File: config.mk
export PLATFORM = sky130hd
export DESIGN_NAME = adc_project_top
export DESIGN_NICKNAME = d
export VERILOG_FILES = /design/src/rtl/adc_project_top_pkg.sv /design/src/rtl/sar_engine.sv /design/src/rtl/adc_project_top.sv
export SDC_FILE = /design/constraint.sdc
export NUM_CORES = 1
export LEC_CHECK = 0
export ABC_AREA = 1
export BUFFER_PORTS_ARGS = -buffer_cell sky130_fd_sc_hd__buf_2
export CORE_MARGIN = 1
export CORE_UTILIZATION = 60
export DETAILED_ROUTE_END_ITERATION = 10
export GPL_TIMING_DRIVEN = 0
export PLACE_DENSITY_LB_ADDON = 0.12
export SETUP_SLACK_MARGIN = 0.5
export SLEW_MARGIN = 10
export SYNTH_ARGS = -nofsm -noshare
export SYNTH_HDL_FRONTEND = slang
export SYNTH_SLANG_ARGS = --single-unit
File: constraint.sdc
create_clock -name clk -period 12 [get_ports clk]
set_input_delay 1.8 -clock clk [delete_from_list [all_inputs] [get_ports clk]]
set_output_delay 1.8 -clock clk [all_outputs]
set_load 0.005 [all_outputs]
File: src/rtl/adc_project_top_pkg.sv
// Shared defaults, ADC source type and seven-segment encoder for the SAR voltmeter.
`default_nettype none

package adc_project_top_pkg;

  localparam int CLK_HZ_DEF          = 100_000_000;
  localparam int SETTLE_CYCLES_DEF   = 6250;
  localparam int DEBOUNCE_CYCLES_DEF = 2_000_000;
  localparam int DIGIT_CYCLES_DEF    = 100_000;
  localparam int VREF_MV_DEF         = 3300;

  typedef enum logic {
    SRC_R2R = 1'b0,
    SRC_PWM = 1'b1
  } adc_src_t;

  // Returns {CA,CB,CC,CD,CE,CF,CG}, active-low; b and d are lower-case glyphs.
  function automatic logic [6:0] seg7_encode(input logic [3:0] i_nib);
    logic [6:0] w_on;
    case (i_nib)
      4'h0: w_on = 7'b1111110;
      4'h1: w_on = 7'b0110000;
      4'h2: w_on = 7'b1101101;
      4'h3: w_on = 7'b1111001;
      4'h4: w_on = 7'b0110011;
      4'h5: w_on = 7'b1011011;
      4'h6: w_on = 7'b1011111;
      4'h7: w_on = 7'b1110000;
      4'h8: w_on = 7'b1111111;
      4'h9: w_on = 7'b1111011;
      4'hA: w_on = 7'b1110111;
      4'hB: w_on = 7'b0011111;
      4'hC: w_on = 7'b1001110;
      4'hD: w_on = 7'b0111101;
      4'hE: w_on = 7'b1001111;
      default: w_on = 7'b1000111;
    endcase
    return ~w_on;
  endfunction

endpackage

`default_nettype wire

File: src/rtl/sar_engine.sv
// Free-running 8-bit successive-approximation engine: one trial per settle window.
`default_nettype none

module sar_engine
  import adc_project_top_pkg::*;
#(
  parameter int SETTLE_CYCLES = SETTLE_CYCLES_DEF
) (
  input  logic       clk,
  input  logic       reset,
  input  logic       i_restart,
  input  logic       i_comp,
  output logic [7:0] o_trial,
  output logic [7:0] o_result
);

  localparam int              TW     = $clog2(SETTLE_CYCLES + 1);
  localparam logic [TW-1:0]   c_last = TW'(SETTLE_CYCLES - 1);

  logic [TW-1:0] r_timer;
  logic [2:0]    r_bit;
  logic [7:0]    r_code;
  logic [7:0]    r_result;
  logic [7:0]    w_trial;
  logic [7:0]    w_kept;

  assign w_trial = r_code | (8'b1 << r_bit);
  // r_code never holds the bit under trial, so a 0 decision simply keeps r_code.
  assign w_kept  = i_comp ? w_trial : r_code;

  always_ff @(posedge clk or posedge reset) begin
    if (reset) begin
      r_timer  <= '0;
      r_bit    <= 3'd7;
      r_code   <= 8'h00;
      r_result <= 8'h00;
    end else if (i_restart) begin
      r_timer <= '0;
      r_bit   <= 3'd7;
      r_code  <= 8'h00;
    end else if (r_timer == c_last) begin
      r_timer <= '0;
      if (r_bit == 3'd0) begin
        r_result <= w_kept;
        r_code   <= 8'h00;
        r_bit    <= 3'd7;
      end else begin
        r_code <= w_kept;
        r_bit  <= r_bit - 3'd1;
      end
    end else begin
      r_timer <= r_timer + 1'b1;
    end
  end

  assign o_trial  = w_trial;
  assign o_result = r_result;

endmodule

`default_nettype wire

File: src/rtl/adc_project_top.sv
// Dual-DAC SAR voltmeter top: button debounce, DAC routing, BCD conversion and display mux.
`default_nettype none

module adc_project_top
  import adc_project_top_pkg::*;
#(
  parameter int CLK_HZ          = CLK_HZ_DEF,
  parameter int SETTLE_CYCLES   = SETTLE_CYCLES_DEF,
  parameter int DEBOUNCE_CYCLES = DEBOUNCE_CYCLES_DEF,
  parameter int DIGIT_CYCLES    = DIGIT_CYCLES_DEF,
  parameter int VREF_MV         = VREF_MV_DEF
) (
  input  logic        clk,
  input  logic        reset,
  input  logic [15:0] switches_in,
  input  logic        comp_r2r,
  input  logic        comp_pwm,
  input  logic        adc_mode_bt,
  input  logic        scaled_mode_bt,
  input  logic        display_mode_bt,
  output logic        CA,
  output logic        CB,
  output logic        CC,
  output logic        CD,
  output logic        CE,
  output logic        CF,
  output logic        CG,
  output logic        DP,
  output logic        AN1,
  output logic        AN2,
  output logic        AN3,
  output logic        AN4,
  output logic [15:0] led,
  output logic        pwm_out,
  output logic [7:0]  R2R_out
);

  localparam int              DBW        = $clog2(DEBOUNCE_CYCLES + 1);
  localparam logic [DBW-1:0]  c_db_last  = DBW'(DEBOUNCE_CYCLES - 1);
  localparam int              DGW        = $clog2(DIGIT_CYCLES + 1);
  localparam logic [DGW-1:0]  c_dig_last = DGW'(DIGIT_CYCLES - 1);

  // Button/mode index: 0 = adc source, 1 = scaled, 2 = decimal display.
  logic [2:0]          r_btn_meta, r_btn_sync, r_btn_db, r_mode;
  logic [2:0][DBW-1:0] r_db_cnt;
  logic [1:0]          r_comp_meta, r_comp_sync;
  logic [2:0]          w_db_hit, w_toggle;
  adc_src_t            w_src;
  logic                w_comp;
  logic [7:0]          w_trial, w_result;
  logic [7:0]          r_pwm_cnt, r_r2r;
  logic                r_pwm;

  always_ff @(posedge clk or posedge reset) begin
    if (reset) begin
      r_btn_meta  <= 3'b000;
      r_btn_sync  <= 3'b000;
      r_comp_meta <= 2'b00;
      r_comp_sync <= 2'b00;
    end else begin
      r_btn_meta  <= {display_mode_bt, scaled_mode_bt, adc_mode_bt};
      r_btn_sync  <= r_btn_meta;
      r_comp_meta <= {comp_pwm, comp_r2r};
      r_comp_sync <= r_comp_meta;
    end
  end

  always_comb begin
    w_db_hit = 3'b000;
    w_toggle = 3'b000;
    for (int i = 0; i < 3; i++) begin
      w_db_hit[i] = (r_btn_sync[i] != r_btn_db[i]) && (r_db_cnt[i] == c_db_last);
      w_toggle[i] = w_db_hit[i] && r_btn_sync[i];
    end
  end

  always_ff @(posedge clk or posedge reset) begin
    if (reset) begin
      r_btn_db <= 3'b000;
      r_db_cnt <= '0;
      r_mode   <= 3'b000;
    end else begin
      for (int i = 0; i < 3; i++) begin
        if (r_btn_sync[i] == r_btn_db[i]) begin
          r_db_cnt[i] <= '0;
        end else if (w_db_hit[i]) begin
          r_btn_db[i] <= r_btn_sync[i];
          r_db_cnt[i] <= '0;
        end else begin
          r_db_cnt[i] <= r_db_cnt[i] + 1'b1;
        end
      end
      r_mode <= r_mode ^ w_toggle;
    end
  end

  assign w_src  = adc_src_t'(r_mode[0]);
  assign w_comp = (w_src == SRC_PWM) ? r_comp_sync[1] : r_comp_sync[0];

  // Switching DAC source invalidates the trial in flight, so restart on the same edge.
  sar_engine #(
    .SETTLE_CYCLES(SETTLE_CYCLES)
  ) u_sar (
    .clk      (clk),
    .reset    (reset),
    .i_restart(w_toggle[0]),
    .i_comp   (w_comp),
    .o_trial  (w_trial),
    .o_result (w_result)
  );

  always_ff @(posedge clk or posedge reset) begin
    if (reset) begin
      r_pwm_cnt <= 8'h00;
      r_pwm     <= 1'b0;
      r_r2r     <= 8'h00;
    end else begin
      r_pwm_cnt <= r_pwm_cnt + 8'd1;
      r_pwm     <= (w_src == SRC_PWM) && (r_pwm_cnt < w_trial);
      r_r2r     <= (w_src == SRC_R2R) ? w_trial : 8'h00;
    end
  end

  logic [7:0]  r_disp_code;
  logic [15:0] r_led;
  logic [19:0] w_prod;
  logic [11:0] w_bcd_src;

  always_ff @(posedge clk or posedge reset) begin
    if (reset) begin
      r_disp_code <= 8'h00;
      r_led       <= 16'h0000;
    end else begin
      if (!switches_in[0]) r_disp_code <= w_result;
      r_led <= {r_mode[0], r_mode[1], r_mode[2], 5'b00000, r_disp_code};
    end
  end

  assign w_prod    = 20'(r_disp_code) * 20'(VREF_MV);
  assign w_bcd_src = r_mode[1] ? w_prod[19:8] : {4'h0, r_disp_code};

  // Continuous double-dabble: reload, 12 shift steps, publish; repeats every 13 cycles.
  logic [3:0]  r_dd_cnt;
  logic [11:0] r_dd_bin;
  logic [15:0] r_dd_bcd, r_bcd, w_bcd_adj, w_bcd_shift;

  always_comb begin
    w_bcd_adj = r_dd_bcd;
    for (int n = 0; n < 4; n++) begin
      if (r_dd_bcd[4*n +: 4] >= 4'd5) w_bcd_adj[4*n +: 4] = r_dd_bcd[4*n +: 4] + 4'd3;
    end
  end
  assign w_bcd_shift = {w_bcd_adj[14:0], r_dd_bin[11]};

  always_ff @(posedge clk or posedge reset) begin
    if (reset) begin
      r_dd_cnt <= 4'd0;
      r_dd_bin <= 12'h000;
      r_dd_bcd <= 16'h0000;
      r_bcd    <= 16'h0000;
    end else if (r_dd_cnt == 4'd0) begin
      r_dd_bin <= w_bcd_src;
      r_dd_bcd <= 16'h0000;
      r_dd_cnt <= 4'd12;
    end else begin
      r_dd_bcd <= w_bcd_shift;
      r_dd_bin <= {r_dd_bin[10:0], 1'b0};
      r_dd_cnt <= r_dd_cnt - 4'd1;
      if (r_dd_cnt == 4'd1) r_bcd <= w_bcd_shift;
    end
  end

  logic [DGW-1:0] r_dig_timer;
  logic [1:0]     r_dig_sel;
  logic [15:0]    w_digits;
  logic [3:0]     w_nib;
  logic [3:0]     r_an;
  logic [6:0]     r_seg;
  logic           r_dp;

  assign w_digits = (!r_mode[1] && !r_mode[2]) ? {8'h00, r_disp_code} : r_bcd;

  always_comb begin
    w_nib = w_digits[3:0];
    case (r_dig_sel)
      2'd0:    w_nib = w_digits[15:12];
      2'd1:    w_nib = w_digits[11:8];
      2'd2:    w_nib = w_digits[7:4];
      default: w_nib = w_digits[3:0];
    endcase
  end

  always_ff @(posedge clk or posedge reset) begin
    if (reset) begin
      r_dig_timer <= '0;
      r_dig_sel   <= 2'd0;
      r_an        <= 4'b1111;
      r_seg       <= 7'h7F;
      r_dp        <= 1'b1;
    end else begin
      if (r_dig_timer == c_dig_last) begin
        r_dig_timer <= '0;
        r_dig_sel   <= r_dig_sel + 2'd1;
      end else begin
        r_dig_timer <= r_dig_timer + 1'b1;
      end
      r_an  <= ~(4'b1000 >> r_dig_sel);
      r_seg <= seg7_encode(w_nib);
      r_dp  <= ~(r_mode[1] && (r_dig_sel == 2'd0));
    end
  end

  assign {CA, CB, CC, CD, CE, CF, CG} = r_seg;
  assign DP                           = r_dp;
  assign {AN1, AN2, AN3, AN4}         = r_an;
  assign led                          = r_led;
  assign pwm_out                      = r_pwm;
  assign R2R_out                      = r_r2r;

  logic w_unused_ok;
  assign w_unused_ok = ^{switches_in[15:1], w_prod[7:0], w_bcd_adj[15], 1'(CLK_HZ & 1)};

endmodule

`default_nettype wire

==> results, run 1 <==
- The data arrival time of the worst path is 4.43 ns.
- The category of the worst setup path capture point is a flop.
- Measured along the x axis, the die boundary spans 148 µm.
- Fill cells in the final layout number 1700.
- The clock drives 226 sinks.
- The I/O pin count is 60.
- Walking the worst path, the cells encountered are fa_1 > inv_1 > fa_1 > inv_1 > fa_1 > inv_1 > fa_1 > inv_1 > ha_1 > nand2_1 > nor2_1 > and2_1 > nand2_1 > nand3_1 > nand2_1 > nand3_1 > nand2_1.
- In the final layout, the share of cells above drive strength 1 is 0.0916.
- The area of the die is 21800 µm².
- The gate family responsible for the most delay along the worst path is adder cells.
- The count of placed standard cells including taps is 1883.
- The launch instance of the worst register-to-register path is r_disp_code[5]$_DFFE_PP0N_.
- The CTS buffer count is 25.
- The via count of the first global-routing pass is 9651.
- The finished cells cover 14200 µm².
- The number of distinct library cells after synthesis is 45.
- The final layout net count is 1756.
- Entering global routing, the biggest net connects 116 pins.
- The CTS root buffer is sky130_fd_sc_hd__clkbuf_16.
- The clock insertion delay at the later pin of the skew report is 0.52 ns.
- The actual transition at the worst max-transition pin is 0.788 ns.
- The reported max-cap violation count is 0.
- In this run the deepest clock path goes through 3 buffers.
- The count of cell instances traversed by the critical path is 17.
- The remaining max-slew budget at the tightest pin is 0.475.
- The final period demand of the worst path is 4.03 ns.
- The overflow left after global routing is 0.
- In this run, the number of DRC markers left after iteration 0 of detailed routing was 452.
- For this run, the register share of the synthesized area comes to 0.447.
- The initial antenna violation count came to 0.
- For this run, the total global-route usage over all layers was measured as 0.252.
- The core region is 20500 µm².
- The launching element of the worst setup path is r_disp_code[5]$_DFFE_PP0N_.
- The worst clock skew on the final layout is 0.0124 ns.
- After detailed placement, the total cell area comes to 13300 µm².
- The total count of max-transition violations in the final report is 0.
- The synthesized flop and latch total is 226.
- The total net switching power is 458 µW.
- The floorplan step set the die height to 148 µm.
- The final core utilization is 0.693.
- Averaged over all synthesized cells, the footprint is 8.10 µm².
- The buffers inserted during post-CTS setup optimization is 0.
- Static timing analysis puts the maximum clock frequency at 248 MHz.
- The worst register-to-register path has a depth of 17.
- The cell count after synthesis came out at 1569.
- The initial utilization of the core area, before any placement, comes to 0.620.
- The post-cts gate resize count is 0.
- The flip-flop cell with the highest count after synthesis is sky130_fd_sc_hd__dfrtp_1.
- The part of the power in combinational logic is 0.116.
- Using the TritonRoute via totals, the vias-per-cell ratio works out to 5.25.
- Of all flip-flops after synthesis, the portion carrying an async set or reset was 1.00.
- STA classifies the critical path startpoint as a flop.
- Adding up every negative setup slack in the final design gives 0 ns.
- The detailed-router iteration count before antenna repair is 5.
- The clock tree from TritonCTS is yes.
- The post-detailed-route wirelength per cell is 13.5 µm.
- In this run the remaining antenna-violating nets after routing total 0.
- Yosys printed 0 warnings.
- The routed design has 26100 µm of wire.
- After floorplanning, the core was divided into 52 placement rows.
- The classification of the worst setup path is flop to flop.
- The first-pass GRT wire length is 45400 µm.
- The worst hold path begins at r_comp_meta[1]$_DFF_PP0_.
- The count of hold-fix buffers inserted at cts is 0.
- The area added between synthesis and finish is 11.8%.
- Counting instances, the worst hold path has a depth of 0.
- The areal power density over the cells is 130 nW/µm².
- The post-detailed-route DRC marker count is 0.
- The analysis attributes to cell leakage a power of 7.38 nW.
- Setup violations remaining at the end of the flow were counted as 0.
- In the finished design, the share of the clock period the worst path needs comes to 0.336.
- Clock-pin slew was measured on the worst setup and hold paths at 0.06 ns.
- The required arrival time at the worst endpoint is 12.41 ns.
- The final estimated routing congestion in global placement is 0.887.
- Setup repair after global routing left no endpoint under its margin.
- The wire-length estimate of the detail-placed layout is 19000 µm.
- In this run the tool buffered the top-level ports with 39 buffer cells.
- The number of enable flip-flop cells after synthesis is 0.
- The total vias in the final route is 10100.
- On the critical path, the stage with the largest delay is an instance of sky130_fd_sc_hd__fa_1.
- The mapped cell area is 12700 µm².
- The path type of the worst min-delay path is flop to flop.
- The final hold violation count is 0.
- The share of total power in sequential cells is 0.436.
- In this run the number of H-tree levels came out at 1.
- Of all nets on the critical path, the largest fanout is 8.
- The maximum vdd ir drop is 0.132 mV.
- The number of antenna diodes is 0.
- The internal portion of the total power is 1.39 mW.
- Of the total power, the share spent switching nets is 0.248.
- The buffer and inverter count on the worst path is 4.
- The flow ran to the end, and the final reports show no timing, DRC or antenna violations.
- Of the total power, the clock network draws 0.448.
- The count of non-filler cells in the finished layout is 1929.
- The maximum cell stage delay along the critical path is 0.58 ns.
registers in the layout, indices dropped and copies added (netlist names), 8 cells and up:
name and flops:
u_sar.o_result 8, R2R_out 8, r_db_cnt 63, u_sar.r_timer 13, r_pwm_cnt 8, r_bcd 16, r_dd_bin 12, led 11
r_disp_code 8, r_dig_timer 17, r_dd_bcd 16, u_sar.r_code 8
power groups by stage:
| stage | Clock (mW) | Combinational (mW) | Sequential [mW] |
|---|---|---|---|
| 2_1_floorplan | 0 | 0.164 | 0.812 |
| 5_1_grt | 0.875 | 0.250 | 0.807 |
| 3_5_place_dp | 0 | 0.211 | 0.817 |
| 6_report | 0.827 | 0.214 | 0.804 |
| 4_1_cts | 0.842 | 0.214 | 0.804 |
| 3_3_place_gp | 0 | 0.202 | 0.817 |
metal layers:
| metal | vias to the layer above | track usage | wire [µm] |
|---|---|---|---|
| li1 | 5119 | - | - |
| met1 | 4778 | 0.353 | 12100 |
| met2 | 193 | 0.423 | 12500 |
| met3 | 41 | 0.0321 | 957 |
| met4 | 0 | 0.0536 | 456 |
| met5 | - | 0 | 0 |
cells by family after synthesis:
| kind of cell | after synthesis | share of synthesized area |
|---|---|---|
| AND/OR/NAND/NOR | 783 | 0.269 |
| adder cells (fa/ha/maj) | 93 | 0.102 |
| other | 1 | 0.000295 |
| AO/OA/AOI/OAI | 138 | 0.0586 |
| multiplexers | 1 | 0.000886 |
| flip-flops | 226 | 0.447 |
| buffers and inverters | 272 | 0.0850 |
| XOR/XNOR | 55 | 0.0379 |
synth_stat cells, types with 2 or more instances:
library cell,number,area share
sky130_fd_sc_hd__nand2_1,352,0.10
sky130_fd_sc_hd__o211ai_1,2,0.0012
sky130_fd_sc_hd__nand2_4,2,0.0018
sky130_fd_sc_hd__buf_4,5,0.0030
sky130_fd_sc_hd__a211oi_1,5,0.0030
sky130_fd_sc_hd__nand3_1,94,0.037
sky130_fd_sc_hd__nor3b_1,3,0.0018
sky130_fd_sc_hd__xnor2_1,10,0.0069
sky130_fd_sc_hd__nor4_1,6,0.0030
sky130_fd_sc_hd__nand3_2,3,0.0024
sky130_fd_sc_hd__fa_1,17,0.027
sky130_fd_sc_hd__a21o_1,6,0.0035
sky130_fd_sc_hd__nand3b_1,9,0.0053
sky130_fd_sc_hd__xor2_1,45,0.031
sky130_fd_sc_hd__buf_6,3,0.0027
sky130_fd_sc_hd__nor3_1,40,0.016
sky130_fd_sc_hd__inv_2,3,0.00089
sky130_fd_sc_hd__buf_2,8,0.0032
sky130_fd_sc_hd__dfrtp_1,211,0.42
sky130_fd_sc_hd__nor2_1,198,0.059
sky130_fd_sc_hd__o21ai_2,2,0.0014
sky130_fd_sc_hd__inv_1,241,0.071
sky130_fd_sc_hd__o21ai_0,63,0.025
sky130_fd_sc_hd__or2_2,5,0.0025
sky130_fd_sc_hd__a21oi_1,53,0.021
sky130_fd_sc_hd__nand4_1,53,0.026
sky130_fd_sc_hd__clkbuf_1,10,0.0030
sky130_fd_sc_hd__dfstp_2,15,0.031
sky130_fd_sc_hd__nor2_2,5,0.0025
sky130_fd_sc_hd__nor3_2,4,0.0032
sky130_fd_sc_hd__nand2_2,4,0.0020
sky130_fd_sc_hd__a31oi_1,3,0.0015
sky130_fd_sc_hd__ha_1,76,0.075
sky130_fd_sc_hd__a21oi_2,2,0.0014
through the flow:
step / power, mW / hold WS, ns / setup slack, ns
floorplan: 0.976 / 0.331 / 4.03
global placement: 1.02 / 0.336 / 1.70
detailed placement: 1.03 / 0.342 / 7.99
CTS: 1.86 / 0.355 / 7.96
global route: 1.93 / 0.363 / 7.71
finish: 1.84 / 0.350 / 7.97
cells in the final DEF, fill, tap and decap left out, types with 2 or more instances in the layout:
master and n:
sky130_fd_sc_hd__a211oi_1 5, sky130_fd_sc_hd__a21o_1 6, sky130_fd_sc_hd__a21oi_1 53, sky130_fd_sc_hd__a21oi_2 2
sky130_fd_sc_hd__a31oi_1 3, sky130_fd_sc_hd__buf_2 47, sky130_fd_sc_hd__buf_4 5, sky130_fd_sc_hd__buf_6 3
sky130_fd_sc_hd__bufinv_16 3, sky130_fd_sc_hd__clkbuf_1 11, sky130_fd_sc_hd__clkbuf_16 25, sky130_fd_sc_hd__clkbuf_8 13
sky130_fd_sc_hd__clkinv_2 3, sky130_fd_sc_hd__conb_1 5, sky130_fd_sc_hd__dfrtp_1 211, sky130_fd_sc_hd__dfstp_2 15
sky130_fd_sc_hd__fa_1 17, sky130_fd_sc_hd__ha_1 76, sky130_fd_sc_hd__inv_1 240, sky130_fd_sc_hd__inv_2 3
sky130_fd_sc_hd__nand2_1 352, sky130_fd_sc_hd__nand2_2 4, sky130_fd_sc_hd__nand2_4 2, sky130_fd_sc_hd__nand3_1 94
sky130_fd_sc_hd__nand3_2 3, sky130_fd_sc_hd__nand3b_1 9, sky130_fd_sc_hd__nand4_1 53, sky130_fd_sc_hd__nor2_1 198
sky130_fd_sc_hd__nor2_2 5, sky130_fd_sc_hd__nor3_1 40, sky130_fd_sc_hd__nor3_2 4, sky130_fd_sc_hd__nor3b_1 3
sky130_fd_sc_hd__nor4_1 6, sky130_fd_sc_hd__o211ai_1 2, sky130_fd_sc_hd__o21ai_0 63, sky130_fd_sc_hd__o21ai_2 2
sky130_fd_sc_hd__or2_2 5, sky130_fd_sc_hd__xnor2_1 10, sky130_fd_sc_hd__xor2_1 45
layout make-up:
class / instances / area (µm²) / share of cell area
Buffer: 26 / 149 / 0.0105
Sequential cell: 226 / 5670 / 0.399
Clock buffer: 39 / 808 / 0.0569
Timing Repair Buffer: 40 / 223 / 0.0157
Inverter: 246 / 938 / 0.0660
Tap cell: 270 / 338 / 0.0238
Clock inverter: 7 / 114 / 0.00801
Multi-Input combinational cell: 1075 / 5960 / 0.420
worst register-to-register path, cell delays in order, from the launching register on:
cell	delay, ns
sky130_fd_sc_hd__dfrtp_1	0.52
sky130_fd_sc_hd__fa_1	0.59
sky130_fd_sc_hd__inv_1	0.05
sky130_fd_sc_hd__fa_1	0.48
sky130_fd_sc_hd__inv_1	0.05
sky130_fd_sc_hd__fa_1	0.50
sky130_fd_sc_hd__inv_1	0.05
sky130_fd_sc_hd__fa_1	0.53
sky130_fd_sc_hd__inv_1	0.04
sky130_fd_sc_hd__ha_1	0.38
sky130_fd_sc_hd__nand2_1	0.12
sky130_fd_sc_hd__nor2_1	0.15
sky130_fd_sc_hd__and2_1	0.14
sky130_fd_sc_hd__nand2_1	0.07
sky130_fd_sc_hd__nand3_1	0.07
sky130_fd_sc_hd__nand2_1	0.05
sky130_fd_sc_hd__nand3_1	0.08
sky130_fd_sc_hd__nand2_1	0.05
path summary, 6_finish.rpt:
path	end	slack [ns]
setup / recovery	r_dd_bin[10]$_DFF_PP0_	7.97
hold / removal	r_comp_sync[1]$_DFF_PP0_	0.35
setup reg to reg	r_dd_bin[10]$_DFF_PP0_	7.97
hold reg to reg	r_comp_sync[1]$_DFF_PP0_	0.35
max in group asynchronous	r_comp_meta[1]$_DFF_PP0_	9.61
min in group asynchronous	r_db_cnt[29]$_DFF_PP0_	1.39
No activity file was read; power rests on OpenSTA's default activity.
==> inputs of run 2 (changes only) <==
clock period = 4.04 ns   (was 12 ns; I/O delays follow)
==> run 2 against run 1 <==
  * Critical path depth up 1
  * Sequential share of layout area down 1.1 points
  * Register-to-register slack worse by 7.6 ns
  * First-iteration DRC count up 14%
  * Die area unchanged
  * Final cell count up 0.88%
  * Maximum frequency up 8.8%
  * Global-route usage up 0.81 points
  * Flip-flop and latch count unchanged
  * Wire length up 5.3%
  * Clock-buffer cell count down 7
  * Via count up 1.5%
  * Largest power group unchanged
  * Highest routed layer unchanged
==> results, run 2 (synthesized netlist as in run 1, its figures left out) <==
- In the layout the commonest cells are 340 x sky130_fd_sc_hd__nand2_1, 234 x sky130_fd_sc_hd__inv_1, 204 x sky130_fd_sc_hd__dfrtp_1.
- The worst hold slack after final layout came to 0.0251 ns (-0.325 ns).
- The area of the die is 21800 µm² (unchanged).
- The number of standard-cell rows in the floorplan was 52 (unchanged).
- The footprint of the flip-flops and latches is 5680 µm² (+0.15%).
- The post-detailed-route wirelength per cell is 14.1 µm (+4.4%).
- The quantity of I/O buffers inserted on ports is 39 (unchanged).
- Setup repair after global routing could not meet its margin everywhere.
- The overflow left after global routing is 0 (unchanged).
- The number of flip-flops under the largest register name is 63 (unchanged).
- The post-detailed-route DRC marker count is 0 (unchanged).
- The maximum vdd ir drop is 0.325 mV (+150%).
- The first-pass GRT wire length came to 46300 µm (+2.1%).
- The tree is rooted in a sky130_fd_sc_hd__clkbuf_16.
- The clock sink count is 226 (unchanged).
- The maximum cell stage delay along the critical path is 0.54 ns (-0.04 ns).
- The I/O pin count is 60 (unchanged).
- STA classifies the critical path startpoint as a flop.
- The final period demand of the worst path is 3.70 ns (-0.327 ns).
- The CTS buffer count is 24 (-4.0%).
- The number of fill cells in the layout is 1631 (-4.1%).
- The count of non-filler cells in the finished layout is 1946 (+0.88%).
- The reported max-cap violation count is 0 (unchanged).
- The share of total power in sequential cells is 0.407 (-0.029).
- The count of placed standard cells including taps is 1889 (+0.32%).
- The detailed-router iteration count before antenna repair is 5 (unchanged).
- The initial cell density of the core came to 0.620 (unchanged).
- The fraction of power spent switching nets is 0.257 (+0.00807).
- The area growth from synthesis to layout is 15.1%.
- The remaining antenna violation count after routing came to 0 (unchanged).
- The chip width is 148 µm (unchanged).
- More flip-flops sit in one register than any other, and that register is r_db_cnt.
- The total routed wirelength is 27500 µm (+5.3%).
- The clock insertion delay at the later pin of the skew report is 0.52 ns (about the same).
- The average via count per standard cell is 5.28 (+0.62%).
- The die boundary height is 148 µm (unchanged).
- The multi-input logic area is 6110 µm² (+2.5%).
- The total of endpoints with negative setup slack in the final report is 0 (unchanged).
- The signal on the critical path passes through fa_1 > inv_1 > fa_1 > inv_1 > fa_1 > inv_1 > fa_1 > inv_2 > ha_4 > nand2_2 > nand2_2 > nand2_1 > nand2_1 > inv_1 > a21o_1 > nand3_2 > nand2_1 > nand2_1.
- The final estimated routing congestion in global placement is 0.912 (+2.8%).
- The path type of the worst min-delay path is primary input to asynchronous set/reset pin.
- The total count of max-transition violations in the final report was 0 (unchanged).
- The data arrival time of the worst path is 4.16 ns (-0.27 ns).
- The category of the worst setup path capture point is a flop.
- The fraction of layout cells with a size suffix above 1 came to 0.128 (+0.0367).
- The via count of the first global-routing pass is 9858 (+2.1%).
- The part of the power in the clock network was 0.446 (-0.002).
- The leakage power of the design was 7.50 nW (+1.7%).
- The slowest stage of the critical path is the sky130_fd_sc_hd__fa_1 cell.
- The detailed-placement wirelength estimate is 19700 µm (+3.5%).
- The clock transition at the registers of the reported paths is 0.06 ns (about the same).
- The highest net fanout along the worst path is 4 (-4).
- The actual transition at the worst max-transition pin is 0.527 ns (-0.261 ns).
- The remaining max-slew budget at the tightest pin is 0.649 (+0.174).
- The depth of the CTS H-tree is 1 (unchanged).
- The clock tree from TritonCTS is yes.
- The areal power density over the cells is 401 nW/µm² (+210%).
- The all-layer global routing usage was 0.260 (+0.00808).
- The largest buffer count on any clock path is 3 (unchanged).
- The total core area came to 20500 µm² (unchanged).
- The final layout net count is 1774 (+1.0%).
- The count of hold-fix buffers inserted at cts is 0 (unchanged).
- The part of the power in combinational logic is 0.146 (+0.030).
- The critical path in this run is classified as flop to flop.
- The largest registers in the layout are r_db_cnt: 63 flops, r_dig_timer: 17 flops.
- The number of design-rule violations left by the first detailed-router iteration was 514 (+14%).
- The run finished with clean final reports.
- The post-layout total power is 5.86 mW (+220%).
- The initial antenna violation count is 0 (unchanged).
- The internal power came to 4.36 mW (+210%).
- The total vias in the final route is 10300 (+1.5%).
- The post-route fraction of the period consumed by the critical path came to 0.916 (+0.580).
- The final hold violation count is 0 (unchanged).
- The number of antenna diodes was 0 (unchanged).
- The peak clock frequency supported by timing came to 270 MHz (+8.8%).
- The total net switching power came to 1.50 mW (+230%).
- The worst clock skew on the final layout came to 0.0123 ns (-0.0000523 ns).
- The most common library cell in the layout ignoring fill and taps is sky130_fd_sc_hd__nand2_1.
- The required arrival time at the worst endpoint is 4.50 ns (-7.91 ns).
- The maximum number of pins on one net before global-route repair is 40 (-66%).
run 2: cell count changes in the layout (fill, tap and decap cells not counted), moves of 6 or more:
cell / previous run / this run
sky130_fd_sc_hd__dfrtp_2: 0 / 7
sky130_fd_sc_hd__nand2_2: 4 / 14
sky130_fd_sc_hd__nand3_1: 94 / 87
sky130_fd_sc_hd__clkinvlp_4: 0 / 6
sky130_fd_sc_hd__buf_4: 5 / 17
sky130_fd_sc_hd__nand3_2: 3 / 10
sky130_fd_sc_hd__clkbuf_8: 13 / 6
sky130_fd_sc_hd__inv_1: 240 / 234
sky130_fd_sc_hd__nand2_1: 352 / 340
sky130_fd_sc_hd__buf_12: 0 / 6
sky130_fd_sc_hd__dfrtp_1: 211 / 204
run 2: power groups by stage:
stage	Combinational, mW	Sequential, mW	Clock (mW)
after floorplan	0.489	2.41	0
after global placement	0.601	2.43	0
after detailed placement	0.641	2.43	0
after CTS	0.760	2.38	2.65
after global routing	0.955	2.39	2.75
final	0.858	2.39	2.62
run 2: layer usage:
layer / share of wire / GRT usage / vias to the layer above
met1: 0.45 / 0.351 / 4834
met4: 0.029 / 0.0897 / 0
met2: 0.48 / 0.436 / 241
met3: 0.042 / 0.0333 / 62
met5: 0 / 0 / -
li1: - / - / 5147
run 2: through the flow:
stage	area [µm²]	TNS (ns)	utilization	worst slack (ns)
after floorplan	12700	0	-	0.358
after global placement	13300	-162.67	0.647	-0.783
after detailed placement	13400	0	0.654	0.0105
after CTS	14500	0	0.707	0.343
after global routing	14600	0	0.714	0.200
final	14600	0	0.714	0.339
run 2: critical path: cells and delay by family, from the launching register on:
kind,cells,cell delay [ns]
fa+ha+maj,5,2.33
flops,1,0.44
simple gates,7,0.43
buf+inv,5,0.27
compound gates,1,0.16
run 2: area by class of cell:
type                    count  area share
inverters                 246      0.0642
plain buffers              26      0.0102
flip-flops and latches    226       0.389
well taps                 270      0.0231
multi-input cells        1075       0.418
repair buffers             59      0.0304
clock inverters            12      0.0170
clock buffers              32      0.0487
run 2: final timing paths:
check / from / endpoint / slack [ns] / cells past startpoint
worst max-delay path: r_disp_code[6]$_DFFE_PP0N_ / r_dd_bin[7]$_DFF_PP0_ / 0.34 / 18
worst min-delay path: reset / r_db_cnt[25]$_DFF_PP0_ / 0.03 / 2
worst max register to register: r_disp_code[6]$_DFFE_PP0N_ / r_dd_bin[7]$_DFF_PP0_ / 0.34 / 18
worst min register to register: r_btn_meta[0]$_DFF_PP0_ / r_btn_sync[0]$_DFF_PP0_ / 0.35 / 0
max in group asynchronous: reset / R2R_out[6]$_DFF_PP0_ / 2.91 / 6
min in group clk: comp_r2r / r_comp_meta[0]$_DFF_PP0_ / 0.19 / 1
run 2: repair_timing:
item,4_1_cts,5_1_grt
pin swaps,6,12
setup buffers,9,4
endpoints found under the setup margin,9,9
resized for setup,22,31
